===== src/rtl/reg_wb_ctrl_if.sv =====
// Bundle of the writeback controller's upstream, decode and register-file
// signals. The controller takes the slave view; whoever feeds it takes master.
interface reg_wb_ctrl_if #(
  parameter int W     = 8,
  parameter int D     = 4,
  parameter int DEPTH = 2
);
  // Upstream result push
  logic                         in_valid;
  logic                         in_ready;
  logic [D-1:0]                 in_addr;
  logic [W-1:0]                 in_data;
  logic                         in_is_load;
  logic [W-1:0]                 mem_rdata;
  // Decode read request
  logic                         rd_req;
  logic [D-1:0]                 rd_addr;
  logic                         rd_hazard;
  // Register-file port
  logic                         rf_write_en;
  logic [D-1:0]                 rf_addr;
  logic [W-1:0]                 rf_data;
  // Status
  logic                         empty;
  logic [$clog2(DEPTH+1)-1:0]   count;

  modport master (
    output in_valid, in_addr, in_data, in_is_load, mem_rdata, rd_req, rd_addr,
    input  in_ready, rd_hazard, rf_write_en, rf_addr, rf_data, empty, count
  );

  modport slave (
    input  in_valid, in_addr, in_data, in_is_load, mem_rdata, rd_req, rd_addr,
    output in_ready, rd_hazard, rf_write_en, rf_addr, rf_data, empty, count
  );
endinterface


===== src/rtl/reg_wb_ctrl.sv =====
// Writeback controller: in-order buffer of ALU/load results draining one per
// cycle into the register file, yielding the shared port to decode reads and
// flagging reads of registers that still have a buffered write.
module reg_wb_ctrl #(
  parameter int W     = 8,
  parameter int D     = 4,
  parameter int DEPTH = 2
) (
  input  logic         clk,
  input  logic         reset_n,
  reg_wb_ctrl_if.slave bus
);
  localparam int PW = $clog2(DEPTH);
  localparam int CW = $clog2(DEPTH + 1);

  logic [D-1:0]     addr_q [DEPTH];
  logic [W-1:0]     data_q [DEPTH];
  logic [DEPTH-1:0] filled_q;
  logic [PW-1:0]    head_q, tail_q, fill_idx_q;
  logic [CW-1:0]    count_q;
  logic             fill_pend_q;

  logic push, pop, hit;

  // Handshake and drain decisions; all outputs come from registered state
  // plus the decode request, never from the in_* push inputs.
  always_comb begin
    bus.in_ready    = (count_q < CW'(DEPTH));
    bus.empty       = (count_q == '0);
    bus.count       = count_q;
    push            = bus.in_valid && bus.in_ready;
    bus.rf_write_en = !bus.rd_req && !bus.empty && filled_q[head_q];
    pop             = bus.rf_write_en;
    bus.rf_data     = data_q[head_q];
    if (bus.rd_req)       bus.rf_addr = bus.rd_addr;
    else if (bus.empty)   bus.rf_addr = '0;
    else                  bus.rf_addr = addr_q[head_q];
  end

  // Hazard: does any occupied entry (filled or still waiting on its load)
  // target the register decode is reading?
  always_comb begin : hazard_scan
    logic [PW-1:0] off;
    // NOTE: every variable written here gets a default first, so no path
    // through the block leaves it holding an old value (which would infer a latch).
    hit = 1'b0;
    off = '0;
    for (int i = 0; i < DEPTH; i++) begin
      off = PW'(i) - head_q;
      if ((CW'(off) < count_q) && (addr_q[i] == bus.rd_addr)) hit = 1'b1;
    end
    bus.rd_hazard = bus.rd_req && hit;
  end

  // Pointers, occupancy, filled flags and the pending-load tracker.
  always_ff @(posedge clk) begin
    // NOTE: state registers use non-blocking assignments so every flop samples
    // the pre-edge values, independent of statement order inside the block.
    if (!reset_n) begin
      head_q      <= '0;
      tail_q      <= '0;
      count_q     <= '0;
      filled_q    <= '0;
      fill_pend_q <= 1'b0;
      fill_idx_q  <= '0;
    end else begin
      // Fill, push and pop always touch distinct entries: the fill target is
      // unfilled (so not draining) and occupied (so not the tail).
      if (fill_pend_q) filled_q[fill_idx_q] <= 1'b1;
      if (push) begin
        filled_q[tail_q] <= !bus.in_is_load;
        tail_q           <= tail_q + 1'b1;
      end
      if (pop) begin
        filled_q[head_q] <= 1'b0;
        head_q           <= head_q + 1'b1;
      end
      fill_pend_q <= push && bus.in_is_load;
      if (push && bus.in_is_load) fill_idx_q <= tail_q;
      if (push && !pop)      count_q <= count_q + 1'b1;
      else if (pop && !push) count_q <= count_q - 1'b1;
    end
  end

  // Entry payload: written on push, and data patched by the load fill.
  // NOTE: the payload array has no reset; an entry is only ever read while
  // occupied, and occupancy is governed by the reset pointers and count.
  always_ff @(posedge clk) begin
    if (fill_pend_q) data_q[fill_idx_q] <= bus.mem_rdata;
    if (push) begin
      addr_q[tail_q] <= bus.in_addr;
      data_q[tail_q] <= bus.in_data;
    end
  end
endmodule

===== src/flat_wrapper.sv =====
// flat-port wrapper written by rule: the top's interface ports become plain ports
module reg_wb_ctrl_flat 
#(
  parameter int W     = 8,
  parameter int D     = 4,
  parameter int DEPTH = 2
)
  (clk, reset_n, bus_in_valid, bus_in_addr, bus_in_data, bus_in_is_load, bus_mem_rdata, bus_rd_req, bus_rd_addr, bus_in_ready, bus_rd_hazard, bus_rf_write_en, bus_rf_addr, bus_rf_data, bus_empty, bus_count);
  reg_wb_ctrl_if #(.W(W), .D(D), .DEPTH(DEPTH)) bus_i ();
  input  logic clk;
  input  logic reset_n;
  input wire logic [$bits(bus_i.in_valid)-1:0] bus_in_valid;
  input wire logic [$bits(bus_i.in_addr)-1:0] bus_in_addr;
  input wire logic [$bits(bus_i.in_data)-1:0] bus_in_data;
  input wire logic [$bits(bus_i.in_is_load)-1:0] bus_in_is_load;
  input wire logic [$bits(bus_i.mem_rdata)-1:0] bus_mem_rdata;
  input wire logic [$bits(bus_i.rd_req)-1:0] bus_rd_req;
  input wire logic [$bits(bus_i.rd_addr)-1:0] bus_rd_addr;
  output wire logic [$bits(bus_i.in_ready)-1:0] bus_in_ready;
  output wire logic [$bits(bus_i.rd_hazard)-1:0] bus_rd_hazard;
  output wire logic [$bits(bus_i.rf_write_en)-1:0] bus_rf_write_en;
  output wire logic [$bits(bus_i.rf_addr)-1:0] bus_rf_addr;
  output wire logic [$bits(bus_i.rf_data)-1:0] bus_rf_data;
  output wire logic [$bits(bus_i.empty)-1:0] bus_empty;
  output wire logic [$bits(bus_i.count)-1:0] bus_count;
  assign bus_i.in_valid = bus_in_valid;
  assign bus_i.in_addr = bus_in_addr;
  assign bus_i.in_data = bus_in_data;
  assign bus_i.in_is_load = bus_in_is_load;
  assign bus_i.mem_rdata = bus_mem_rdata;
  assign bus_i.rd_req = bus_rd_req;
  assign bus_i.rd_addr = bus_rd_addr;
  assign bus_in_ready = bus_i.in_ready;
  assign bus_rd_hazard = bus_i.rd_hazard;
  assign bus_rf_write_en = bus_i.rf_write_en;
  assign bus_rf_addr = bus_i.rf_addr;
  assign bus_rf_data = bus_i.rf_data;
  assign bus_empty = bus_i.empty;
  assign bus_count = bus_i.count;
  reg_wb_ctrl #(.W(W), .D(D), .DEPTH(DEPTH)) u_core (.clk(clk), .reset_n(reset_n), .bus(bus_i));
endmodule

===== config.mk =====
export PLATFORM = sky130hd
export DESIGN_NAME = reg_wb_ctrl_flat
export DESIGN_NICKNAME = d
export VERILOG_FILES = /design/src/rtl/reg_wb_ctrl_if.sv /design/src/rtl/reg_wb_ctrl.sv /design/src/flat_wrapper.sv
export SDC_FILE = /design/constraint.sdc
export NUM_CORES = 1
export LEC_CHECK = 0
export BUFFER_PORTS_ARGS = -buffer_cell sky130_fd_sc_hd__buf_2
export CAP_MARGIN = 15
export CORE_MARGIN = 2
export CORE_UTILIZATION = 54
export DETAILED_ROUTE_END_ITERATION = 10
export PLACE_DENSITY = 0.82
export SLEW_MARGIN = 25
export SYNTH_ARGS = -nofsm -noshare
export SYNTH_HDL_FRONTEND = slang
export SYNTH_SLANG_ARGS = --single-unit

===== constraint.sdc =====
create_clock -name clk -period 5 [get_ports clk]
set_clock_uncertainty 0.2 [all_clocks]
set_input_delay 1.5 -clock clk [delete_from_list [all_inputs] [get_ports clk]]
set_output_delay 1.5 -clock clk [all_outputs]
set_load 0.01 [all_outputs]

==> summary.md, run 1 <==
| Metric | Value |
|---|---|
| Outcome | completed |
| Cells on Worst Hold Path | 2 |
| Critical path's top delay family | buffers and inverters |
| Placement-stage worst setup slack | 935 ps |
| Wire length per cell after detailed routing | 14.3 um |
| Type of element capturing the critical path | output port |
| Final-layout worst hold slack | 320 ps |
| Master cell of the clock root buffer | sky130_fd_sc_hd__clkbuf_4 |
| Clock tree from TritonCTS | done |
| Post-CTS setup buffers | 0 |
| Endpoint of the worst register-to-register path | u_core.bus.count[1]$_SDFFE_PN0P_ |
| Clk pin slew, worst setup/hold paths | 90 ps |
| Maximum clock rate | 246 MHz |
| Most numerous cell in the Yosys netlist | sky130_fd_sc_hd__edfxtp_1 |
| Post-synth ARST share | 0% |
| Dominant synthesized flop cell | sky130_fd_sc_hd__edfxtp_1 |
| CTS resizes | 0 |
| Post-layout utilization of the core | 66.2% |
| Initial DRC count | 37 |
| Required arrival time at the worst endpoint | 3300 ps |
| Number of buffers added by the clock tree synthesis step | 5 |
| Setup repair after global routing missed its margin | false |
| Maximum level of the CTS H-tree | 2 |
| EDFF count, synth | 24 |
| Wire length reported by the detailed router | 3.17 mm |
| Setup ws final | 934 ps |
| Number of nets in the final layout | 207 |
| Clk sinks | 33 |
| Yosys top cell by area | sky130_fd_sc_hd__edfxtp_1 |
| Clk_lat worst skew | 330 ps |
| Worst hold start | u_core.fill_idx_q$_SDFFE_PN0P_ |
| Critical Path Fanout Max | 3 |
| Global placer's final weighted congestion | 0.772 |
| IR drop worst, VDD | 221 uV |
| Delay of the slowest cell on the worst path | 280 ps |
| Number of cells on the critical path | 5 |
| Syn Area/Cell | 13.4 um2 |
| Vias in the first global route | 1,118 |
| Number of antenna violations at the first check in global routing | 0 |
| Placed wire-length estimate after detailed placement | 2.36 mm |
| Number of standard cells after synthesis | 127 |
| Final instance area | 2000 um2 |
| Post-route fraction of the period consumed by the critical path | 81.3% |
| Shortest clock period the worst path allows after layout | 4070 ps |
| Largest net degree at the start of global routing | 15 |
| Layout Cells excl Fill | 222 |
| Leakage power figure | 0.861 nW |
| Transition time at the pin with the least slew margin | 588 ps |
| Critical path buffer and inverter count | 2 |
| Vertical die dimension | 60.1 um |
| Effective utilization at floorplan | 56.2% |
| Worst hold path endpoint | u_core.fill_idx_q$_SDFFE_PN0P_ |
| Max Root-Sink Buffers | 2 |
| Final count of negative-setup-slack endpoints | 0 |
| Diodes inserted | 0 |
| Cell area after placement | 1950 um2 |
| Layout-stage area growth over the synthesis result | 17.9% |
| X dimension of the die | 60.1 um |
| Placeable core region | 3030 um2 |
| Post-Route Setup TNS | 0 ps |
| Yosys warning total | 0 |
| Final max-slew violation count | 0 |
| Slack of the worst reg-to-reg path | 2920 ps |
| Synth top area cells | sky130_fd_sc_hd__edfxtp_1 (42%), sky130_fd_sc_hd__dfxtp_1 (11%), sky130_fd_sc_hd__mux2_2 (11%) |
| Vias/cell | 5.19 |
| Total GRT Usage | 19.1% |
| Number of distinct standard cells referenced by the synthesized netlist | 34 |
| Synthesized area | 1700 um2 |
| Count of input and output buffers | 46 |
| Site row count | 20 |
| Total Die Area | 3610 um2 |
| Most common cell on crit path | sky130_fd_sc_hd__buf_2 |
| Type of the worst setup path | input port to output port |
| Hold Violations, Final | 0 |
| Leading post-synthesis cells by instance count | sky130_fd_sc_hd__edfxtp_1 (24), sky130_fd_sc_hd__mux2_2 (16), sky130_fd_sc_hd__dfxtp_1 (9), sky130_fd_sc_hd__xnor2_1 (9), sky130_fd_sc_hd__mux2_4 (8) |
| Area fraction of the dominant cell type after synthesis | 42.4% |
| Layout cell share with drive strength beyond 1 | 46.1% |
| Count of fill cells added during filler insertion | 243 |
| Multi-input gate area | 726 um2 |
| Number of cells on the worst reg-to-reg path | 5 |
| Synth Net Count | 157 |
| Max-slew headroom at the worst pin | 60.8% |
| Beginning of the worst register-to-register path | u_core.bus.count[1]$_SDFFE_PN0P_ |
| DR pass1 iterations | 4 |
| Residual DRC count | 0 |
| Hold buffer count at cts | 0 |
| Total instance count after detailed placement | 214 |
| Max-cap check violation count | 0 |
| Element type at the critical path start | input port |
| Count of antenna-violating nets left after detailed routing | 0 |
| Critical Path, Cell by Cell | buf_2 -> xnor2_1 -> nand4_1 -> o32ai_1 -> buf_2 |
| FF/Latch Area | 901 um2 |
| Pwr Total | 0.800 mW |
| Wire length of the first global-routing pass | 4.82 mm |
| Data arrival time of the critical path | 2370 ps |
| PwrDens | 399 nW/um2 |
| Total I/O pin count | 47 |
| Share of the yosys chip area belonging to registers | 53.0% |
| Worst path slowest cell | sky130_fd_sc_hd__o32ai_1 |
| DR vias | 1,153 |
| Leftover overflow at the end of global routing | 0 |
| Synthesis-stage register bit count | 33 |
| Worst min-delay path class | flip-flop to flip-flop |
state kept, by name, summed over array words and instances, names as in the netlist, named ones only:
signal and cells:
u_core.data_q 16, u_core.addr_q 8, u_core.bus.count 2, u_core.filled_q 2, u_core.fill_idx_q 1, u_core.fill_pend_q 1, u_core.head_q 1, u_core.tail_q 1
final cells by class:
class | count | share of cell area (%)
sequential | 33 | 44.9
multi-input combinational | 83 | 36.2
timing repair buffer | 47 | 11.9
clock buffer | 8 | 2.93
tap | 44 | 2.75
inverter | 7 | 1.31
layout by cell type, fill, tap and decap left out, drive strengths merged:
| cell type | Yosys | final |
|---|---|---|
| xnor2 | 9 | 9 |
| o2111a | 1 | 1 |
| nand3b | 2 | 2 |
| edfxtp | 24 | 24 |
| nand3 | 1 | 1 |
| nand4 | 2 | 2 |
| nand2b | 1 | 1 |
| mux2 | 24 | 24 |
| and2b | 1 | 1 |
| a211oi | 1 | 1 |
| o21bai | 1 | 1 |
| xor2 | 2 | 2 |
| a21oi | 3 | 3 |
| buf | 4 | 47 |
| o21ai | 7 | 7 |
| nor2 | 6 | 6 |
| ha | 1 | 1 |
| a21o | 2 | 2 |
| o32ai | 1 | 1 |
| dfxtp | 9 | 9 |
| nand2 | 7 | 7 |
| nor3b | 1 | 1 |
| clkbuf | 0 | 8 |
| or2 | 1 | 1 |
| or3 | 1 | 1 |
| nor2b | 1 | 1 |
| mux2i | 4 | 4 |
| o211a | 2 | 2 |
| inv | 7 | 7 |
| nor3 | 1 | 1 |
tightest hold or removal path, cell delays in order (launching register included):
cell and delay [ps]:
sky130_fd_sc_hd__dfxtp_1 320, sky130_fd_sc_hd__inv_1 80, sky130_fd_sc_hd__a21oi_1 70
worst max-delay path by stage:
stage | from | to
final | bus_rd_addr[3] | bus_rd_hazard
after global routing | bus_rd_addr[2] | bus_rd_hazard
after CTS | bus_rd_addr[3] | bus_rd_hazard
after global placement | bus_rd_addr[0] | bus_rd_hazard
after floorplan | bus_rd_addr[0] | bus_rd_hazard
after detailed placement | bus_rd_addr[3] | bus_rd_hazard
routing by layer:
metal	vias to the layer above	wire length, um	track usage, %	part of all wire, %
met5	-	0	0	0
li1	559	-	-	-
met1	548	1240	18.8	39
met2	39	1720	35.4	54
met4	0	52	10.8	1.6
met3	7	153	5.19	4.8
power by group:
| group | switching, mW | total (mW) | leakage [nW] | internal [mW] |
|---|---|---|---|---|
| Sequential | 0.0416 | 0.396 | 0.299 | 0.354 |
| Clock | 0.0839 | 0.153 | 0.0326 | 0.0693 |
| Combinational | 0.123 | 0.251 | 0.530 | 0.128 |
kinds of logic (layout without fill, tap and decap cells):
logic type,Yosys count,in the layout,synth area share [%]
muxes,28,28,20.0
buffers and inverters,11,62,4.34
adders and majority gates,1,1,0.736
AOI/OAI and AO/OA,18,18,7.28
DFF,33,33,53.0
xor gates and xnor gates,11,11,5.67
and+or+nand+nor,25,25,8.98
(Power assumes the default switching activity.)
==> run 2, diff against run 1 <==
--- a/config.mk
+++ b/config.mk
@@ -5,12 +5,13 @@
 export SDC_FILE = /design/constraint.sdc
 export NUM_CORES = 1
 export LEC_CHECK = 0
+export ABC_AREA = 1
 export BUFFER_PORTS_ARGS = -buffer_cell sky130_fd_sc_hd__buf_2
 export CAP_MARGIN = 15
 export CORE_MARGIN = 2
-export CORE_UTILIZATION = 54
+export CORE_UTILIZATION = 51
 export DETAILED_ROUTE_END_ITERATION = 10
-export PLACE_DENSITY = 0.82
+export PLACE_DENSITY = 0.78
 export SLEW_MARGIN = 25
 export SYNTH_ARGS = -nofsm -noshare
 export SYNTH_HDL_FRONTEND = slang
==> constraint.sdc (replaced) <==
create_clock -name clk -period 4.2 [get_ports clk]
set_clock_uncertainty 0.2 [all_clocks]
set_input_delay 1.26 -clock clk [delete_from_list [all_inputs] [get_ports clk]]
set_output_delay 1.26 -clock clk [all_outputs]
set_load 0.01 [all_outputs]
==> summary.md, run 2 <==
| Metric | Value |
|---|---|
| Count of fill cells added during filler insertion | 298 (+23%) |
| Most numerous cell in the Yosys netlist | sky130_fd_sc_hd__nand2_1 |
| Pwr Total | 0.836 mW (+4.5%) |
| Wire length of the first global-routing pass | 5.20 mm (+7.9%) |
| Hold Violations, Final | 0 (unchanged) |
| Leakage power figure | 0.990 nW (+15%) |
| Register ranked first by flip-flop count | u_core.data_q |
| CTS resizes | 0 (unchanged) |
| Worst hold start | u_core.fill_idx_q$_SDFFE_PN0P_ |
| Number of nets in the final layout | 277 (+34%) |
| Clock tree from TritonCTS | done |
| Layout cell share with drive strength beyond 1 | 27.8% (-18 points) |
| Site row count | 20 (unchanged) |
| Count of antenna-violating nets left after detailed routing | 0 (unchanged) |
| Total Die Area | 3800 um2 (+5.3%) |
| Final count of negative-setup-slack endpoints | 0 (unchanged) |
| Outcome | completed |
| Synthesis-stage register bit count | 33 (unchanged) |
| Yosys top cell by area | sky130_fd_sc_hd__edfxtp_1 |
| Number of distinct standard cells referenced by the synthesized netlist | 22 (-35%) |
| Initial DRC count | 51 (+38%) |
| Diodes inserted | 0 (unchanged) |
| IR drop worst, VDD | 236 uV (+6.6%) |
| Synthesized area | 1700 um2 (-0.22%) |
| Max-cap check violation count | 0 (unchanged) |
| Cells on Worst Hold Path | 2 (unchanged) |
| Effective utilization at floorplan | 54.7% (-1.5 points) |
| Final max-slew violation count | 0 (unchanged) |
| Area fraction of the dominant cell type after synthesis | 42.5% (+0.094 points) |
| Element type at the critical path start | input port |
| Post-CTS setup buffers | 0 (unchanged) |
| Post-layout utilization of the core | 64.8% (-1.4 points) |
| Slack of the worst reg-to-reg path | 2350 ps (-570 ps) |
| Maximum clock rate | 291 MHz |
| Synth top area cells | sky130_fd_sc_hd__edfxtp_1 (42%), sky130_fd_sc_hd__nand2_1 (15%), sky130_fd_sc_hd__dfxtp_1 (11%) |
| Synth Net Count | 228 (+45%) |
| Maximum level of the CTS H-tree | 2 (unchanged) |
| Placed wire-length estimate after detailed placement | 2.47 mm (+4.7%) |
| Vias/cell | 4.70 (-9.5%) |
| Vias in the first global route | 1,260 (+13%) |
| Number of flip-flops under the largest register name | 16 (unchanged) |
| Wire length reported by the detailed router | 3.18 mm (+0.54%) |
| Crit path from | bus_rd_addr[3] |
| Type of the worst setup path | input port to output port |
| Dominant synthesized flop cell | sky130_fd_sc_hd__edfxtp_1 |
| Beginning of the worst register-to-register path | u_core.bus.count[1]$_SDFFE_PN0P_ |
| Count of input and output buffers | 46 (unchanged) |
| Share of the yosys chip area belonging to registers | 53.1% (+0.12 points) |
| Wire length per cell after detailed routing | 10.9 um (-24%) |
| Clk_lat worst skew | 340 ps (about the same) |
| Layout-stage area growth over the synthesis result | 18.4% |
| Residual DRC count | 0 (unchanged) |
| Post-route fraction of the period consumed by the critical path | 81.9% |
| Leading cell type in the layout, fill and taps excluded | sky130_fd_sc_hd__nand2_1 |
| Required arrival time at the worst endpoint | 2740 ps (-560 ps) |
| DR vias | 1,373 (+19%) |
| PwrDens | 416 nW/um2 (+4.2%) |
| Leading post-synthesis cells by instance count | sky130_fd_sc_hd__nand2_1 (68), sky130_fd_sc_hd__inv_1 (31), sky130_fd_sc_hd__edfxtp_1 (24) |
| Total GRT Usage | 19.4% (+0.25 points) |
| Placeable core region | 3100 um2 (+2.5%) |
| Clk sinks | 33 (unchanged) |
| Vertical die dimension | 61.7 um (+2.6%) |
| Master cell of the clock root buffer | sky130_fd_sc_hd__clkbuf_4 |
| FF/Latch Area | 901 um2 (unchanged) |
| Critical Path Fanout Max | 3 (unchanged) |
| DR pass1 iterations | 4 (unchanged) |
| Max Root-Sink Buffers | 2 (unchanged) |
| Data arrival time of the critical path | 1980 ps (-390 ps) |
| Hold buffer count at cts | 0 (unchanged) |
| Setup repair after global routing missed its margin | false |
| Total I/O pin count | 47 (unchanged) |
| Top library cells by usage in the layout, fill and taps aside | sky130_fd_sc_hd__nand2_1 (68), sky130_fd_sc_hd__buf_2 (46), sky130_fd_sc_hd__inv_1 (31), sky130_fd_sc_hd__edfxtp_1 (24), sky130_fd_sc_hd__nor2_1 (12) |
| Clk pin slew, worst setup/hold paths | 90 ps (about the same) |
| Transition time at the pin with the least slew margin | 550 ps (-38.0 ps) |
| Largest net degree at the start of global routing | 20 (+5) |
| Post-synth ARST share | 0% (unchanged) |
| Type of element capturing the critical path | output port |
| Shortest clock period the worst path allows after layout | 3440 ps |
| Leftover overflow at the end of global routing | 0 (unchanged) |
| Post-Route Setup TNS | 0 ps (unchanged) |
| EDFF count, synth | 24 (unchanged) |
| Number of standard cells after synthesis | 198 (+56%) |
| Global placer's final weighted congestion | 0.754 (-2.3%) |
| X dimension of the die | 61.7 um (+2.6%) |
| Leading registers by flop count | u_core.data_q x16, u_core.addr_q x8 |
| Number of cells on the worst reg-to-reg path | 8 (+3) |
| Multi-input gate area | 647 um2 (-11%) |
| Max-slew headroom at the worst pin | 63.3% (+2.5 points) |
| Syn Area/Cell | 8.57 um2 (-36%) |
| Worst min-delay path class | flip-flop to flip-flop |
| Yosys warning total | 0 (unchanged) |
| Number of antenna violations at the first check in global routing | 0 (unchanged) |
| Number of buffers added by the clock tree synthesis step | 5 (unchanged) |
-- run 2: cell count changes after synthesis, sizes merged, moves of 3 or more --
cell | previous run | this run
nand2 | 7 | 71
inv | 7 | 31
mux2 | 24 | 0
o21ai | 7 | 25
nor2 | 6 | 14
xnor2 | 9 | 2
o22ai | 0 | 5
a21oi | 3 | 6
mux2i | 4 | 1
-- run 2: area by class of cell --
| type | instances | share of cell area (%) |
|---|---|---|
| inverter | 31 | 5.79 |
| sequential | 33 | 44.8 |
| multi-input combinational | 130 | 32.2 |
| clock buffer | 6 | 2.55 |
| clock inverter | 2 | 0.436 |
| tap | 44 | 2.74 |
| timing repair buffer | 46 | 11.5 |
-- run 2: layer usage --
metal	track usage, %	routed length, um	part of all wire (%)	vias to the layer above
met1	23.0	1360	43	585
met2	31.6	1550	49	43
met5	0	0	0	-
met3	4.41	187	5.9	8
li1	-	-	-	737
met4	12.2	81	2.5	0
-- run 2: cell families (layout without fill, tap and decap cells) --
group | Yosys count | count (layout) | share of synthesized area (%)
flops | 33 | 33 | 53.1
buf+inv | 35 | 85 | 8.78
simple gates | 88 | 88 | 21.3
compound gates | 36 | 36 | 13.4
fa+ha+maj | 1 | 1 | 0.737
xor+xnor | 4 | 4 | 2.07
mux | 1 | 1 | 0.590
-- run 2: worst paths after layout --
| path | to |
|---|---|
| worst max-delay path | bus_rd_hazard |
| worst max register to register | u_core.bus.count[1]$_SDFFE_PN0P_ |
| worst min-delay path | u_core.fill_idx_q$_SDFFE_PN0P_ |
| worst min register to register | u_core.fill_idx_q$_SDFFE_PN0P_ |
-- run 2: worst max-delay path: stages --
cell                      delay [ps]
sky130_fd_sc_hd__buf_2           100
sky130_fd_sc_hd__inv_1            60
sky130_fd_sc_hd__nand2_1          50
sky130_fd_sc_hd__nand2_1          50
sky130_fd_sc_hd__nor2_1          100
sky130_fd_sc_hd__nand3_1          90
sky130_fd_sc_hd__a21oi_1         140
sky130_fd_sc_hd__buf_2           140
-- run 2: stage by stage --
| stage | cell area, um2 | setup slack (ps) | cells | hold slack (ps) |
|---|---|---|---|---|
| finish | 2010 | 758 | 292 | 313 |
| global route | 2010 | 691 | 292 | 369 |
| CTS | 2010 | 758 | 292 | 315 |
| detailed placement | 1950 | 767 | 284 | 302 |
| global placement | 1950 | 772 | 284 | 299 |
| floorplan | 1700 | 974 | 198 | 273 |
-- run 2: report_power, final --
group,internal (mW),switching [mW]
Combinational,0.0865,0.144
Clock,0.0786,0.101
Sequential,0.401,0.0256
==> run 3, diff against run 2 <==
--- a/config.mk
+++ b/config.mk
@@ -5,13 +5,13 @@
 export SDC_FILE = /design/constraint.sdc
 export NUM_CORES = 1
 export LEC_CHECK = 0
-export ABC_AREA = 1
+export ABC_AREA = 0
 export BUFFER_PORTS_ARGS = -buffer_cell sky130_fd_sc_hd__buf_2
 export CAP_MARGIN = 15
 export CORE_MARGIN = 2
-export CORE_UTILIZATION = 51
+export CORE_UTILIZATION = 46
 export DETAILED_ROUTE_END_ITERATION = 10
-export PLACE_DENSITY = 0.78
+export PLACE_DENSITY = 0.74
 export SLEW_MARGIN = 25
 export SYNTH_ARGS = -nofsm -noshare
 export SYNTH_HDL_FRONTEND = slang
==> constraint.sdc (replaced) <==
create_clock -name clk -period 2.8 [get_ports clk]
set_clock_uncertainty 0.2 [all_clocks]
set_input_delay 0.84 -clock clk [delete_from_list [all_inputs] [get_ports clk]]
set_output_delay 0.84 -clock clk [all_outputs]
set_load 0.01 [all_outputs]
==> summary.md, run 3 (same netlist as run 1, synthesis figures left out) <==
| Metric | Value |
|---|---|
| Critical Path Fanout Max | 3 (unchanged) |
| Residual DRC count | 0 (unchanged) |
| Cell area after placement | 1970 um2 (+0.83%) |
| Shortest clock period the worst path allows after layout | 2720 ps |
| Vertical die dimension | 64.8 um (+5.1%) |
| Effective utilization at floorplan | 47.2% (-7.5 points) |
| Detailed-routed wire length on met2 | 1.72 mm (+11%) |
| Leakage power figure | 0.895 nW (-9.6%) |
| Initial DRC count | 35 (-31%) |
| Layout-stage area growth over the synthesis result | 22.0% |
| Clk sinks | 33 (unchanged) |
| Post-CTS setup buffers | 0 (unchanged) |
| Wire length of the first global-routing pass | 5.16 mm (-0.65%) |
| Total Die Area | 4200 um2 (+10%) |
| Master cell of the clock root buffer | sky130_fd_sc_hd__clkbuf_8 |
| Final instance area | 2070 um2 (+3.2%) |
| Leading registers by flop count | u_core.data_q x16, u_core.addr_q x8 |
| Leading cell type in the layout, fill and taps excluded | sky130_fd_sc_hd__buf_2 |
| Largest net degree at the start of global routing | 15 (-25%) |
| Max-slew headroom at the worst pin | 74.8% (+11 points) |
| Maximum level of the CTS H-tree | 2 (unchanged) |
| Transition time at the pin with the least slew margin | 378 ps (-172 ps) |
| Number of nets in the final layout | 209 (-25%) |
| DR vias | 1,177 (-14%) |
| Global placer's final weighted congestion | 0.757 (+0.36%) |
| Max Root-Sink Buffers | 2 (unchanged) |
| Top library cells by usage in the layout, fill and taps aside | sky130_fd_sc_hd__buf_2 (46), sky130_fd_sc_hd__edfxtp_1 (24), sky130_fd_sc_hd__mux2_2 (16), sky130_fd_sc_hd__xnor2_1 (9), sky130_fd_sc_hd__dfxtp_1 (9) |
| Clock power share | 25.0% (+3.6 points) |
| Count of fill cells added during filler insertion | 314 (+5.4%) |
| Type of the worst setup path | input port to output port |
| Post-Route Setup TNS | 0 ps (unchanged) |
| FF/Latch Area | 901 um2 (unchanged) |
| Type of element capturing the critical path | output port |
| Max-cap check violation count | 0 (unchanged) |
| Site row count | 22 (+10%) |
| Number of antenna violations at the first check in global routing | 0 (unchanged) |
| Total I/O pin count | 47 (unchanged) |
| Sequential share of power | 45.1% (-5.9 points) |
| Clk_lat worst skew | 280 ps (-60 ps) |
| Required arrival time at the worst endpoint | 1760 ps (-980 ps) |
| Leftover overflow at the end of global routing | 0 (unchanged) |
| Psw | 0.463 mW (+71%) |
| Final count of negative-setup-slack endpoints | 0 (unchanged) |
| Clock tree from TritonCTS | done |
| Int Pwr | 1.09 mW (+92%) |
| Clk pin slew, worst setup/hold paths | 70 ps (-20 ps) |
| Share of total power consumed by net switching | 29.8% (-2.5 points) |
| Count of input and output buffers | 46 (unchanged) |
| Setup ws final | 78.1 ps (-680 ps) |
| Data arrival time of the critical path | 1680 ps (-300 ps) |
| Length of routed wiring on met1 | 1.30 mm (-4.1%) |
| Outcome | completed |
| Placeable core region | 3610 um2 (+16%) |
| Layout cell share with drive strength beyond 1 | 48.3% (+21 points) |
| Maximum clock rate | 367 MHz |
| Gate power share | 29.9% (+2.3 points) |
| Top routing layer in use | met4 |
| Placement-stage worst setup slack | 64.2 ps (-703 ps) |
| Register ranked first by flip-flop count | u_core.data_q |
| Wire length reported by the detailed router | 3.28 mm (+3.2%) |
| Multi-input gate area | 733 um2 (+13%) |
| Worst min-delay path class | flip-flop to flip-flop |
| Number of flip-flops under the largest register name | 16 (unchanged) |
| Setup repair after global routing missed its margin | false |
| Hold buffer count at cts | 0 (unchanged) |
| Wire length per cell after detailed routing | 14.4 um (+32%) |
| Detail Route met3 WL | 196 um (+4.8%) |
| Vias/cell | 5.16 (+9.8%) |
| Post-route fraction of the period consumed by the critical path | 97.2% |
| X dimension of the die | 64.8 um (+5.1%) |
| Hold Violations, Final | 0 (unchanged) |
| Number of buffers added by the clock tree synthesis step | 5 (unchanged) |
| Element type at the critical path start | input port |
| DR pass1 iterations | 5 (+1) |
| IR drop worst, VDD | 456 uV (+94%) |
| Placed wire-length estimate after detailed placement | 2.39 mm (-3.2%) |
| Vias in the first global route | 1,202 (-4.6%) |
| Final max-slew violation count | 0 (unchanged) |
| Count of antenna-violating nets left after detailed routing | 0 (unchanged) |
| Total GRT Usage | 16.6% (-2.7 points) |
| Diodes inserted | 0 (unchanged) |
| CTS resizes | 0 (unchanged) |
| Pwr Total | 1.55 mW (+85%) |
| PwrDens | 748 nW/um2 (+80%) |
==> run 3: cell count changes in the layout (fill, tap and decap cells not counted), sizes merged, moves of 3 or more <==
cell / delta
nand2: -64
mux2: +24
mux2i: +3
xnor2: +7
buf: +3
a21oi: -3
nor2: -8
o21ai: -18
inv: -24
o22ai: -5
==> run 3: critical path: stages <==
cell and delay (ps):
sky130_fd_sc_hd__buf_2 130, sky130_fd_sc_hd__xnor2_1 170, sky130_fd_sc_hd__nand4_1 130, sky130_fd_sc_hd__o32ai_2 250
sky130_fd_sc_hd__buf_2 160
==> run 3: path summary, 6_finish.rpt <==
check                                         from                                to  slack (ps)  cells after the start
setup / recovery                    bus_rd_addr[2]                     bus_rd_hazard          80                      5
hold reg to reg      u_core.filled_q[1]$_SDFF_PN0_     u_core.filled_q[1]$_SDFF_PN0_         340                      1
setup reg to reg  u_core.bus.count[1]$_SDFFE_PN0P_  u_core.bus.count[1]$_SDFFE_PN0P_         750                      5
hold / removal       u_core.filled_q[1]$_SDFF_PN0_     u_core.filled_q[1]$_SDFF_PN0_         340                      1
==> run 3: cell type report <==
type / instances / share of cell area (%)
multi-input combinational: 83 / 35.3
clock buffer: 7 / 4.64
inverter: 7 / 1.27
timing repair buffer: 49 / 12.2
sequential: 33 / 43.4
clock inverter: 1 / 0.241
tap: 48 / 2.90
==> run 3: routing by layer <==
layer | vias up | track usage, %
li1 | 568 | -
met1 | 563 | 16.6
met2 | 40 | 30.3
met3 | 6 | 5.38
met4 | 0 | 9.04
met5 | - | 0
==> run 3: power groups by stage <==
stage | combinational [mW] | sequential (mW) | clock, mW
2_1_floorplan | 0.344 | 0.690 | 0
3_3_place_gp | 0.446 | 0.704 | 0
3_5_place_dp | 0.462 | 0.711 | 0
4_1_cts | 0.466 | 0.700 | 0.399
5_1_grt | 0.503 | 0.712 | 0.415
6_report | 0.464 | 0.699 | 0.388
==> run 3: metrics by stage <==
step / cells / utilization, % / hold WS [ps]
floorplan: 127 / - / 268
global placement: 220 / 54.5 / 287
detailed placement: 220 / 54.5 / 306
CTS: 228 / 57.3 / 339
global route: 228 / 57.5 / 368
finish: 228 / 57.5 / 338
